--- src/rtl/pc_pkg.sv ---
// pc_pkg: shared types and constants for the program-counter unit.
//   state_t          : FSM states (RUN, TRAP)
//   sel_t            : next-PC source selected each cycle
//   DEF_RESET_VECTOR : default PC after reset
//   DEF_EXC_VECTOR   : default PC on trap entry
//   JIDX_W           : width of the J-format instruction index field
package pc_pkg;

    typedef enum logic {
        RUN  = 1'b0,
        TRAP = 1'b1
    } state_t;

    typedef enum logic [2:0] {
        SEQ  = 3'd0,
        BR   = 3'd1,
        JMP  = 3'd2,
        JR   = 3'd3,
        EXC  = 3'd4,
        ERET = 3'd5,
        HOLD = 3'd6
    } sel_t;

    localparam logic [63:0] DEF_RESET_VECTOR = 64'h0;
    localparam logic [63:0] DEF_EXC_VECTOR   = 64'h80;
    localparam int          JIDX_W           = 26;

endpackage

--- src/rtl/pc_unit_if.sv ---
// pc_unit_if: control inputs and PC outputs of the program-counter unit.
//   master : drives en/br_take/br_offset/jmp/jmp_index/jr/jr_target/exc/eret,
//            observes pc/pc_plus4/epc/in_trap/misalign
//   slave  : the pc_unit side of the same signals
interface pc_unit_if #(
    parameter int AW = 32
);
    import pc_pkg::*;

    logic              en;
    logic              br_take;
    logic [AW-1:0]     br_offset;
    logic              jmp;
    logic [JIDX_W-1:0] jmp_index;
    logic              jr;
    logic [AW-1:0]     jr_target;
    logic              exc;
    logic              eret;
    logic [AW-1:0]     pc;
    logic [AW-1:0]     pc_plus4;
    logic [AW-1:0]     epc;
    logic              in_trap;
    logic              misalign;

    modport master (
        output en, br_take, br_offset, jmp, jmp_index, jr, jr_target, exc, eret,
        input  pc, pc_plus4, epc, in_trap, misalign
    );

    modport slave (
        input  en, br_take, br_offset, jmp, jmp_index, jr, jr_target, exc, eret,
        output pc, pc_plus4, epc, in_trap, misalign
    );

endinterface

--- src/rtl/pc_next_sel.sv ---
// pc_next_sel: combinational next-PC selection and target arithmetic.
//   in  : state, pc, epc, en, br_take, br_offset, jmp, jmp_index,
//         jr, jr_target, exc, eret
//   out : sel (chosen source), next_pc, pc_plus4,
//         misalign_evt (enabled jr to a non word-aligned target)
module pc_next_sel
    import pc_pkg::*;
#(
    parameter int            AW     = 32,
    parameter logic [AW-1:0] EXC_PC = '0
) (
    input  state_t            state,
    input  logic [AW-1:0]     pc,
    input  logic [AW-1:0]     epc,
    input  logic              en,
    input  logic              br_take,
    input  logic [AW-1:0]     br_offset,
    input  logic              jmp,
    input  logic [JIDX_W-1:0] jmp_index,
    input  logic              jr,
    input  logic [AW-1:0]     jr_target,
    input  logic              exc,
    input  logic              eret,
    output sel_t              sel,
    output logic [AW-1:0]     next_pc,
    output logic [AW-1:0]     pc_plus4,
    output logic              misalign_evt
);

    // Jump keeps the region bits above bit 27 of pc+4 and replaces the rest.
    localparam logic [AW-1:0] HI_MASK = {{(AW-28){1'b1}}, 28'h0};

    logic [AW-1:0] br_target;
    logic [AW-1:0] jmp_target;

    assign pc_plus4     = pc + AW'(4);
    assign br_target    = pc_plus4 + (br_offset << 2);
    assign jmp_target   = (pc_plus4 & HI_MASK) | AW'({jmp_index, 2'b00});
    assign misalign_evt = en && jr && (jr_target[1:0] != 2'b00);

    // Strict priority; a misaligned jr is handled exactly like an exception.
    always_comb begin
        sel = SEQ;
        if (exc || misalign_evt)        sel = EXC;
        else if (eret && state == TRAP) sel = ERET;
        else if (!en)                   sel = HOLD;
        else if (jr)                    sel = JR;
        else if (jmp)                   sel = JMP;
        else if (br_take)               sel = BR;
        else                            sel = SEQ;
    end

    always_comb begin
        next_pc = pc_plus4;
        case (sel)
            EXC:     next_pc = EXC_PC;
            ERET:    next_pc = epc;
            HOLD:    next_pc = pc;
            JR:      next_pc = jr_target;
            JMP:     next_pc = jmp_target;
            BR:      next_pc = br_target;
            default: next_pc = pc_plus4;
        endcase
    end

endmodule

--- src/rtl/pc_unit.sv ---
// pc_unit: program counter with branch/jump/register-jump redirects and a
// two-state RUN/TRAP exception FSM.
//   clk, rst : clock and synchronous active-high reset
//   bus      : pc_unit_if.slave (controls in; pc, pc_plus4, epc, in_trap,
//              misalign out). pc, epc, in_trap and misalign are registered;
//              pc_plus4 is combinational from pc.
// Parameters: WIDTH (AW = 2**WIDTH, 5 or 6), RESET_VECTOR, EXC_VECTOR
// (both truncated to AW bits).
//
// state | meaning
// RUN   | normal sequencing; exception entry saves pc into epc
// TRAP  | handler executing; sequencing continues, nested exceptions
//       | re-vector without touching epc, eret returns to epc
module pc_unit
    import pc_pkg::*;
#(
    parameter int          WIDTH        = 5,
    parameter logic [63:0] RESET_VECTOR = DEF_RESET_VECTOR,
    parameter logic [63:0] EXC_VECTOR   = DEF_EXC_VECTOR
) (
    input  logic      clk,
    input  logic      rst,
    pc_unit_if.slave  bus
);

    localparam int            AW     = 2 ** WIDTH;
    localparam logic [AW-1:0] RST_PC = AW'(RESET_VECTOR);
    localparam logic [AW-1:0] EXC_PC = AW'(EXC_VECTOR);

    state_t        state;
    logic [AW-1:0] pc;
    logic [AW-1:0] epc;
    logic          in_trap;
    logic          misalign;

    sel_t          sel;
    logic [AW-1:0] next_pc;
    logic [AW-1:0] pc_plus4;
    logic          misalign_evt;

    pc_next_sel #(
        .AW     (AW),
        .EXC_PC (EXC_PC)
    ) u_next_sel (
        .state        (state),
        .pc           (pc),
        .epc          (epc),
        .en           (bus.en),
        .br_take      (bus.br_take),
        .br_offset    (bus.br_offset),
        .jmp          (bus.jmp),
        .jmp_index    (bus.jmp_index),
        .jr           (bus.jr),
        .jr_target    (bus.jr_target),
        .exc          (bus.exc),
        .eret         (bus.eret),
        .sel          (sel),
        .next_pc      (next_pc),
        .pc_plus4     (pc_plus4),
        .misalign_evt (misalign_evt)
    );

    always_ff @(posedge clk) begin
        if (rst) begin
            pc       <= RST_PC;
            epc      <= '0;
            state    <= RUN;
            in_trap  <= 1'b0;
            misalign <= 1'b0;
        end else begin
            pc <= next_pc;
            // Flag only when the misaligned jr itself caused the trap.
            misalign <= misalign_evt && !bus.exc;
            case (sel)
                EXC: begin
                    if (state == RUN) epc <= pc;
                    state   <= TRAP;
                    in_trap <= 1'b1;
                end
                ERET: begin
                    state   <= RUN;
                    in_trap <= 1'b0;
                end
                default: begin
                end
            endcase
        end
    end

    assign bus.pc       = pc;
    assign bus.pc_plus4 = pc_plus4;
    assign bus.epc      = epc;
    assign bus.in_trap  = in_trap;
    assign bus.misalign = misalign;

endmodule

--- src/flat_wrapper.sv ---
// flat-port wrapper written by rule: the top's interface ports become plain ports
module pc_unit_flat import pc_pkg::*;
#(
    parameter int          WIDTH        = 5,
    parameter logic [63:0] RESET_VECTOR = DEF_RESET_VECTOR,
    parameter logic [63:0] EXC_VECTOR   = DEF_EXC_VECTOR
)
  (clk, rst, bus_en, bus_br_take, bus_br_offset, bus_jmp, bus_jmp_index, bus_jr, bus_jr_target, bus_exc, bus_eret, bus_pc, bus_pc_plus4, bus_epc, bus_in_trap, bus_misalign);
  pc_unit_if #(.AW((32))) bus_i ();
  input  logic clk;
  input  logic rst;
  input wire logic [$bits(bus_i.en)-1:0] bus_en;
  input wire logic [$bits(bus_i.br_take)-1:0] bus_br_take;
  input wire logic [$bits(bus_i.br_offset)-1:0] bus_br_offset;
  input wire logic [$bits(bus_i.jmp)-1:0] bus_jmp;
  input wire logic [$bits(bus_i.jmp_index)-1:0] bus_jmp_index;
  input wire logic [$bits(bus_i.jr)-1:0] bus_jr;
  input wire logic [$bits(bus_i.jr_target)-1:0] bus_jr_target;
  input wire logic [$bits(bus_i.exc)-1:0] bus_exc;
  input wire logic [$bits(bus_i.eret)-1:0] bus_eret;
  output wire logic [$bits(bus_i.pc)-1:0] bus_pc;
  output wire logic [$bits(bus_i.pc_plus4)-1:0] bus_pc_plus4;
  output wire logic [$bits(bus_i.epc)-1:0] bus_epc;
  output wire logic [$bits(bus_i.in_trap)-1:0] bus_in_trap;
  output wire logic [$bits(bus_i.misalign)-1:0] bus_misalign;
  assign bus_i.en = bus_en;
  assign bus_i.br_take = bus_br_take;
  assign bus_i.br_offset = bus_br_offset;
  assign bus_i.jmp = bus_jmp;
  assign bus_i.jmp_index = bus_jmp_index;
  assign bus_i.jr = bus_jr;
  assign bus_i.jr_target = bus_jr_target;
  assign bus_i.exc = bus_exc;
  assign bus_i.eret = bus_eret;
  assign bus_pc = bus_i.pc;
  assign bus_pc_plus4 = bus_i.pc_plus4;
  assign bus_epc = bus_i.epc;
  assign bus_in_trap = bus_i.in_trap;
  assign bus_misalign = bus_i.misalign;
  pc_unit #(.WIDTH(WIDTH), .RESET_VECTOR(RESET_VECTOR), .EXC_VECTOR(EXC_VECTOR)) u_core (.clk(clk), .rst(rst), .bus(bus_i));
endmodule
--- config.mk ---
export PLATFORM = sky130hd
export DESIGN_NAME = pc_unit_flat
export DESIGN_NICKNAME = d
export VERILOG_FILES = /design/src/rtl/pc_pkg.sv /design/src/rtl/pc_unit_if.sv /design/src/rtl/pc_next_sel.sv /design/src/rtl/pc_unit.sv /design/src/flat_wrapper.sv
export SDC_FILE = /design/constraint.sdc
export NUM_CORES = 1
export LEC_CHECK = 0
export BUFFER_PORTS_ARGS = -buffer_cell sky130_fd_sc_hd__buf_2
export CAP_MARGIN = 20
export CORE_ASPECT_RATIO = 0.75
export CORE_MARGIN = 4
export CORE_UTILIZATION = 30
export CTS_CLUSTER_DIAMETER = 120
export DETAILED_ROUTE_END_ITERATION = 10
export GPL_TIMING_DRIVEN = 0
export PLACE_DENSITY = 0.6
export RECOVER_POWER = 50
export SLEW_MARGIN = 20
export SYNTH_ARGS = -nofsm -noshare
export SYNTH_HDL_FRONTEND = slang
export SYNTH_SLANG_ARGS = --single-unit
--- constraint.sdc ---
create_clock -name clk -period 4.4 [get_ports clk]
set_input_delay 0.22 -clock clk [delete_from_list [all_inputs] [get_ports clk]]
set_output_delay 0.22 -clock clk [all_outputs]
set_load 0.005 [all_outputs]
==> impl_summary.md, run 1 <==
Clocking
The tree is rooted in a sky130_fd_sc_hd__clkbuf_16. No sink is reached through more buffers than the 2 on the longest clock path. The total clock sinks is 66.

The H-tree was split into 3 levels. The source-to-sink clock delay at the later pin of the worst-skew pair is between 0.3 and 0.4 ns. The number of hold buffers added after CTS is 0. Clock tree synthesis inserted a total of 9 buffers. After clock tree synthesis, the clock-pin slew on the worst setup and hold paths is 0.06 ns. TritonCTS built the clock tree.

STA
For the pin with the worst max-slew slack, the measured transition is 0.8171 ns. The number of endpoints failing setup at the final stage is 0. Hold is met by 0.1566 ns.

The routed design could run at a clock period as short as 4.170 ns. The number of pins with negative max-slew slack in the final report came to 0. The final hold violation count is 0.

The worst-case clock skew is 0.009763 ns. The normalized max-slew margin is 45.53%. Based on the critical path, the design can be clocked at up to 0.2398 GHz. The setup total negative slack is 0 ns. The final period utilization is 94.77%.

The final worst slack is 0.2302 ns.

Logic synthesis
The number of synthesized register bits is 66. Of all cell types, the one taking the most synthesized area is sky130_fd_sc_hd__dfxtp_1. Averaged over all synthesized cells, the footprint is 7.546 sq um. After synthesis, flip-flops and latches occupy between 20% and 30% of the total area. Yosys printed 0 warnings.

In this run, synthesis inferred 0 flip-flops with an integrated enable. The number of distinct library cells after synthesis is 80. In the synthesized netlist the dominant register cell turns out to be sky130_fd_sc_hd__dfxtp_1.

In the synthesized netlist, the cells that appear most often are sky130_fd_sc_hd__nand2_1 (114), sky130_fd_sc_hd__a21oi_1 (75), sky130_fd_sc_hd__nor2_1 (70), sky130_fd_sc_hd__dfxtp_1 (66). By area the synthesized netlist is led by sky130_fd_sc_hd__dfxtp_1 (24%), sky130_fd_sc_hd__nand2_1 (7.7%), sky130_fd_sc_hd__ha_1 (7.6%), sky130_fd_sc_hd__a21oi_1 (6.7%), sky130_fd_sc_hd__xnor2_1 (5.3%). The share of flip-flops with an asynchronous set or reset after synthesis is 0%. The total nets after synthesis is around 870. By instance count, the leading cell after synthesis is sky130_fd_sc_hd__nand2_1. In this run the cell area of the synthesized design comes to 0.005569 sq mm.

The portion of synthesized cell area occupied by the leading cell type is 23.73%. The synthesized instance count is 738.

Setup path
The largest driver fanout on the critical path is 8. At the worst endpoint, the arrival time is roughly 4.5 ns. The kind of end point of the critical path is a register.

Grouping stages by cell kind, the critical path spends the most delay in simple AND/OR/NAND/NOR gates. The critical path class is register to register. On the critical path, the stage with the largest delay is an instance of sky130_fd_sc_hd__dfxtp_1. The critical path goes through ha_2 > nand3_2 > nor4_4 > buf_4 > nand3_2 > nor2_2 > xor2_2 > ha_1 > buf_2 > a211oi_1 > o21bai_1 > a211oi_1 > o31ai_2 > or4b_1 > a21oi_1 > o21ai_1 > o21ai_1.

Together, buffers and inverters on the worst path number 2. The nature of the critical path startpoint is a register. The required time of the critical path is 4.68 ns. The largest incremental delay on the critical path is 0.48 ns.

Placed design
The total of buffers placed on input and output ports is 193. At the end of routability-driven placement, the weighted congestion stood at 0.9337. Once placement finished, the instance area stood at 0.006838 sq mm.

The worst slack after detailed placement is 0.03164 ns. Detailed placement finished with a half-perimeter wire length of 20.44 mm.

GRT
The total routing resource utilization after global routing is 23.71%. The number of global-route vias before repair is 6225. The number of antenna violations at the first check in global routing is 1. The largest net degree at the start of global routing is 11. The first global-routing pass estimated 37.69 mm of wire.

The global route total overflow is 0.

Cells and area
The number of antenna diodes in the final layout is 0. The total number of nets in the final design is 1076. Once layout is complete, the utilization of the core stands at between 30% and 40%. The fraction of final layout cells sized beyond drive strength 1 is 24.31%. Fill cells in the final layout number 1923. Compared with the post-synthesis result, the final layout area differs by 28.22%. The final standard cell area without fillers is 0.007141 sq mm.

Route
The first detailed-routing pass ran for 5 iterations. The detail route stage leaves a number of antenna-violating nets equal to 0. The per-cell via count in the routed design is between 5 and 6. In the final routed layout, each cell accounts on average for between 20 and 25 um. The violation count after the first detailed-route iteration is about 690.

Summing over every cut layer, the via total after detailed routing is 6714. For this run, design rule violations remaining after detail routing come to 0. The routed wire length is 25.53 mm.

Floorplanning
The initial standard-cell utilization of the core is 31.08%. The floorplan core area is 0.01792 sq mm. 196 I/O pins were placed. The floorplan die area is ~0.021 sq mm. The number of rows in the core area is 42. The die boundary width is 165.3 um.

The die is 126.0 um tall.

Power
VDD sags by at most between 0.2 and 0.3 mV. The cell leakage power is 0.003153 uW. The total power divided by cell area is 269.9 mW/mm^2.

Run
Across the run, the number of max-cap violations was 0.

Outcome
The run finished with clean final reports.

Hold path
The min-delay analysis places its worst path in the category input port to register.
[metal layers]
metal  part of all wire (%)  track usage (%)  up-vias  wire length [um]
met5                  0.051                0        -                13
met1                     46            35.53     3138             11780
met3                     11            6.009       42              2857
li1                       -                -     3142                 -
met4                    1.9            5.044        2               480
met2                     41            34.17      390             10400
[report_power, final]
part           total, uW  switching [uW]  internal [uW]  leakage, uW
Clock                663             275            389     0.000127
Sequential           666            40.6            625     0.000537
Combinational        598             365            233      0.00249
[cells by family after synthesis]
kind of cell	Yosys count	share of synthesized area [%]
mux	3	0.5841
buf+inv	65	4.853
simple gates	277	23.59
fa+ha+maj	35	7.998
compound gates	241	31.09
flops	66	23.73
xor+xnor	51	8.156
[final cells by class]
type	instances	area, sq um	area share, %
Clock buffer	11	242.7	3.399
Sequential cell	66	1321	18.50
Timing Repair Buffer	194	929.6	13.02
Inverter	15	56.30	0.7885
Buffer	50	214.0	2.996
Multi-Input combinational cell	607	4056	56.81
Clock inverter	3	17.52	0.2453
Tap cell	242	302.8	4.240
[layout by cell type (no fill, tap or decap), types with 3 or more instances in the layout]
master                        n
sky130_fd_sc_hd__nand4_1     14
sky130_fd_sc_hd__nor2b_1      3
sky130_fd_sc_hd__a21oi_1     75
sky130_fd_sc_hd__xor2_1      14
sky130_fd_sc_hd__and4_1       3
sky130_fd_sc_hd__and3_1      11
sky130_fd_sc_hd__o21ai_0     24
sky130_fd_sc_hd__dfxtp_1     66
sky130_fd_sc_hd__o21a_1       3
sky130_fd_sc_hd__a211oi_1     6
sky130_fd_sc_hd__a221oi_1    20
sky130_fd_sc_hd__nor2_1      69
sky130_fd_sc_hd__buf_1        6
sky130_fd_sc_hd__a311oi_1     4
sky130_fd_sc_hd__o21ai_1      8
sky130_fd_sc_hd__buf_2      173
sky130_fd_sc_hd__ha_1        32
sky130_fd_sc_hd__o22ai_1      3
sky130_fd_sc_hd__a211o_1      4
sky130_fd_sc_hd__inv_1       14
sky130_fd_sc_hd__nor4_1       4
sky130_fd_sc_hd__nand2b_1     8
sky130_fd_sc_hd__clkbuf_1    63
sky130_fd_sc_hd__nand3_1      9
sky130_fd_sc_hd__a221o_1     26
sky130_fd_sc_hd__xnor2_2      3
sky130_fd_sc_hd__a31oi_1      7
sky130_fd_sc_hd__nor3_1      16
sky130_fd_sc_hd__o21bai_1     7
sky130_fd_sc_hd__o211ai_1     4
sky130_fd_sc_hd__a22oi_1      8
sky130_fd_sc_hd__xnor2_1     31
sky130_fd_sc_hd__and2_1       4
sky130_fd_sc_hd__a21o_1      15
sky130_fd_sc_hd__nand2_1    114
sky130_fd_sc_hd__clkbuf_16    9
[path summary, 6_finish.rpt]
path,startpoint,end,slack (ns),depth (start not counted)
worst min register to register,u_core.bus.epc[26],u_core.bus.epc[26],0.47,2
worst max-delay path,u_core.bus.pc[2],u_core.bus.pc[31],0.23,17
worst min-delay path,bus_exc,u_core.bus.misalign,0.16,2
worst max register to register,u_core.bus.pc[2],u_core.bus.pc[31],0.23,17
[worst register-to-register path: cells and delay by family, from the launching register on]
family / cells / cell delay, ns
adders and majority gates: 2 / 0.59
xor gates and xnor gates: 1 / 0.13
buffers and inverters: 2 / 0.38
AOI/OAI and AO/OA: 7 / 1.12
DFF: 1 / 0.48
and+or+nand+nor: 5 / 1.40
[flip-flops by register name, summed over array words and instances (netlist names)]
name	count
u_core.bus.epc	32
u_core.bus.in_trap	1
u_core.bus.misalign	1
u_core.bus.pc	32
[timing repair]
item	in CTS	in global routing
resized for setup	0	13
setup endpoints to repair	0	9
setup buffers	0	1
[per-stage QoR]
| step | power, uW | instances |
|---|---|---|
| after global placement | 1258 | 1173 |
| final | 1927 | 1188 |
| after detailed placement | 1258 | 1173 |
| after CTS | 1914 | 1187 |
| after floorplan | 1022 | 738 |
| after global routing | 2008 | 1188 |
Note: power is estimated with default switching activity, not from simulation.
==> run 2: changes to the inputs <==
CORE_UTILIZATION = 51   (was 30)
PLACE_DENSITY = 0.88   (was 0.6)
==> run 2 against run 1 <==
Non-clock buffer count increased by 2. First-iteration DRC count increased by 57%. Clock power increased by 20%. Maximum frequency decreased by 3.7%. Worst setup slack got worse by 0.16 ns. Count of clock-buffer cells in the layout increased by 2. Routed wire length decreased by 8.8%. Sequential power about the same. Core utilization increased by 27 points. Via count increased by 3.7%. Combinational power decreased by 2%. Register-to-register slack got worse by 0.16 ns.
==> impl_summary.md, run 2 (synthesized netlist as in run 1, its figures left out) <==
GRT
The total routing resource utilization after global routing is 34.78% (was 23.71%). The largest net degree at the start of global routing is 11 (unchanged). The global route total overflow is 0 (unchanged).

The number of antenna violations at the first check in global routing is 0 (was 1). The wire length of the first global-routing pass is 34.85 mm (was 37.69 mm). The number of global-route vias before repair is 6321 (was 6225).

Floorplanning
The die boundary width is 128.7 um (was 165.3 um). The number of rows in the core area was 32 (was 42). The height of the die was 98.50 um (was 126.0 um). The initial standard-cell utilization of the core was 53.09% (was 31.08%). The floorplan core area is 0.01049 sq mm (was 0.01792 sq mm). The floorplan die area is 0.01267 sq mm (was 0.02083 sq mm).

The total I/O pin count was 196 (unchanged).

Setup path
The kind of end point of the critical path is a register (unchanged). The critical path class is register to register (unchanged). The nature of the critical path startpoint is a register (unchanged). The required time of the critical path was 4.67 ns (was 4.68 ns). The data arrival time at the worst-slack endpoint came to 4.60 ns (was 4.45 ns). The largest driver fanout on the critical path was 7 (was 8).

Power
The cell leakage power is 0.003164 uW (was 0.003153 uW). The worst IR drop on VDD was 0.2671 mV (was 0.2589 mV). The total power divided by cell area is 291.4 mW/mm^2 (was 269.9 mW/mm^2).

Cells and area
Registers with the most flip-flops: u_core.bus.epc: 32 flops, u_core.bus.pc: 32 flops (unchanged). The fill cell total of the finished layout came to 945 (was 1923). The final standard cell area without fillers came to 0.007046 sq mm (was 0.007141 sq mm). The area growth from synthesis to final layout is 26.51% (was 28.22%). The most common cell after layout, fill and taps aside is sky130_fd_sc_hd__buf_2 (unchanged). Commonest cells after routing, fill and taps aside: sky130_fd_sc_hd__buf_2 (165), sky130_fd_sc_hd__nand2_1 (114), sky130_fd_sc_hd__a21oi_1 (75) (was sky130_fd_sc_hd__buf_2 (173), sky130_fd_sc_hd__nand2_1 (114), sky130_fd_sc_hd__a21oi_1 (75)). The post-layout utilization of the core is 67.16% (was 39.85%). The antenna diode instance count is 0 (unchanged). The total number of nets in the final design came to 1078 (was 1076).

The fraction of final layout cells sized beyond drive strength 1 is 23.18% (was 24.31%).

Placed design
The placed cell area is 0.006705 sq mm (was 0.006838 sq mm). The total half-perimeter wirelength after legalization and detailed placement was 17.85 mm (was 20.44 mm). The total of buffers placed on input and output ports came to 193 (unchanged). The routability congestion estimate from global placement is 1.008 (was 0.9337).

Clocking
The number of hold buffers added after CTS is 0 (unchanged). The CTS buffer count is 9 (unchanged). The total clock sinks was 66 (unchanged).

The CTS H-tree depth was 3 (unchanged). The CTS root buffer was sky130_fd_sc_hd__clkbuf_16 (unchanged). The source-to-sink clock delay at the later pin of the worst-skew pair was 0.34 ns (about the same). The clock transition time at the flip-flop clock pins of the worst setup and hold paths is 0.06 ns (about the same). The CTS tree is yes (unchanged). The maximum buffer depth of the clock tree is 2 (unchanged).

Route
The violation count after the first detailed-route iteration was 1082 (was 689). The wire length per cell is 21.46 um (was 21.49 um). The routed wire length is 23.28 mm (was 25.53 mm).

The post-detailed-route DRC marker count came to 0 (unchanged). The count of nets left with antenna violations after detail routing was 0 (unchanged). The via count is 6964 (was 6714). The per-cell via count in the routed design was 6.418 (was 5.652). The first-pass iteration count of the detailed router was 5 (unchanged).

Outcome
Run status: complete, no violations (unchanged).

STA
The worst-case clock skew is 0.004763 ns (was 0.009763 ns). The post-route minimum period is 4.329 ns (was 4.170 ns). The normalized max-slew margin is 48.48% (was 45.53%). The final hold violation count was 0 (unchanged). The highest attainable clock frequency is 0.2310 GHz (was 0.2398 GHz). The slew at the pin closest to its max-slew limit was 0.7728 ns (was 0.8171 ns).

The number of pins with negative max-slew slack in the final report was 0 (unchanged). The final period utilization was 98.38% (was 94.77%). The number of endpoints failing setup at the final stage is 0 (unchanged).

Hold path
The worst hold-check path type is input port to register (unchanged).

Run
The total of max-cap violations was 0 (unchanged).
run 2: what timing repair did:
action                                  4_1_cts  5_1_grt
endpoints found under the setup margin        0        6
resized for setup                             0        8
setup buffers                                 0        3
run 2: area by class of cell:
| class | count | area, sq um | area share [%] |
|---|---|---|---|
| multi-input cells | 607 | 4029 | 57.18 |
| flip-flops and latches | 66 | 1321 | 18.75 |
| repair buffers | 196 | 934.6 | 13.27 |
| clock buffers | 13 | 260.3 | 3.694 |
| plain buffers | 50 | 214.0 | 3.037 |
| well taps | 136 | 170.2 | 2.415 |
| clock inverters | 2 | 60.06 | 0.8524 |
| inverters | 15 | 56.30 | 0.7991 |
run 2: metrics by stage:
| stage | TNS [ns] | hold slack, ns | instances | power [uW] | setup slack, ns |
|---|---|---|---|---|---|
| after floorplan | 0 | 0.2993 | 738 | 1022 | 0.7805 |
| after global placement | 0 | 0.4561 | 1067 | 1232 | 0.1242 |
| after detailed placement | 0 | 0.4635 | 1067 | 1239 | 0.1228 |
| after CTS | 0 | 0.1470 | 1082 | 2019 | 0.05503 |
| after global routing | -0.02885 | 0.1677 | 1085 | 2111 | -0.02885 |
| final | 0 | 0.1487 | 1085 | 2053 | 0.07107 |
run 2: path summary, 6_finish.rpt:
path	depth (start not counted)	to	slack [ns]	from
worst max-delay path	15	u_core.bus.pc[25]	0.07	u_core.bus.pc[2]
worst min-delay path	2	u_core.bus.misalign	0.15	bus_exc
worst max register to register	15	u_core.bus.pc[25]	0.07	u_core.bus.pc[2]
worst min register to register	2	u_core.bus.epc[26]	0.47	u_core.bus.epc[26]
run 2: power breakdown:
part	switching [uW]	leakage, uW	internal (uW)
clock	274	0.000156	525
combinational	356	0.00247	231
sequential	41.9	0.000537	625
total	672	0.00316	1380
run 2: critical path, cell delays in order (launching register included):
cell,delay (ns)
sky130_fd_sc_hd__dfxtp_1,0.50
sky130_fd_sc_hd__ha_1,0.31
sky130_fd_sc_hd__nand3_2,0.19
sky130_fd_sc_hd__nor4_4,0.30
sky130_fd_sc_hd__buf_4,0.18
sky130_fd_sc_hd__nand2_1,0.08
sky130_fd_sc_hd__nor2_1,0.21
sky130_fd_sc_hd__xor2_2,0.28
sky130_fd_sc_hd__ha_1,0.35
sky130_fd_sc_hd__a21o_1,0.18
sky130_fd_sc_hd__a21o_1,0.17
sky130_fd_sc_hd__a221o_1,0.34
sky130_fd_sc_hd__a31o_2,0.25
sky130_fd_sc_hd__a221oi_1,0.44
sky130_fd_sc_hd__mux2_2,0.40
sky130_fd_sc_hd__o21ai_1,0.07
run 2: per-layer routing:
| layer | GRT usage [%] | vias up | routed length, um |
|---|---|---|---|
| li1 | - | 3141 | - |
| met1 | 51.33 | 3165 | 9156 |
| met2 | 50.76 | 586 | 9662 |
| met3 | 8.505 | 72 | 3866 |
| met4 | 8.555 | 0 | 595 |
| met5 | 0 | - | 0 |
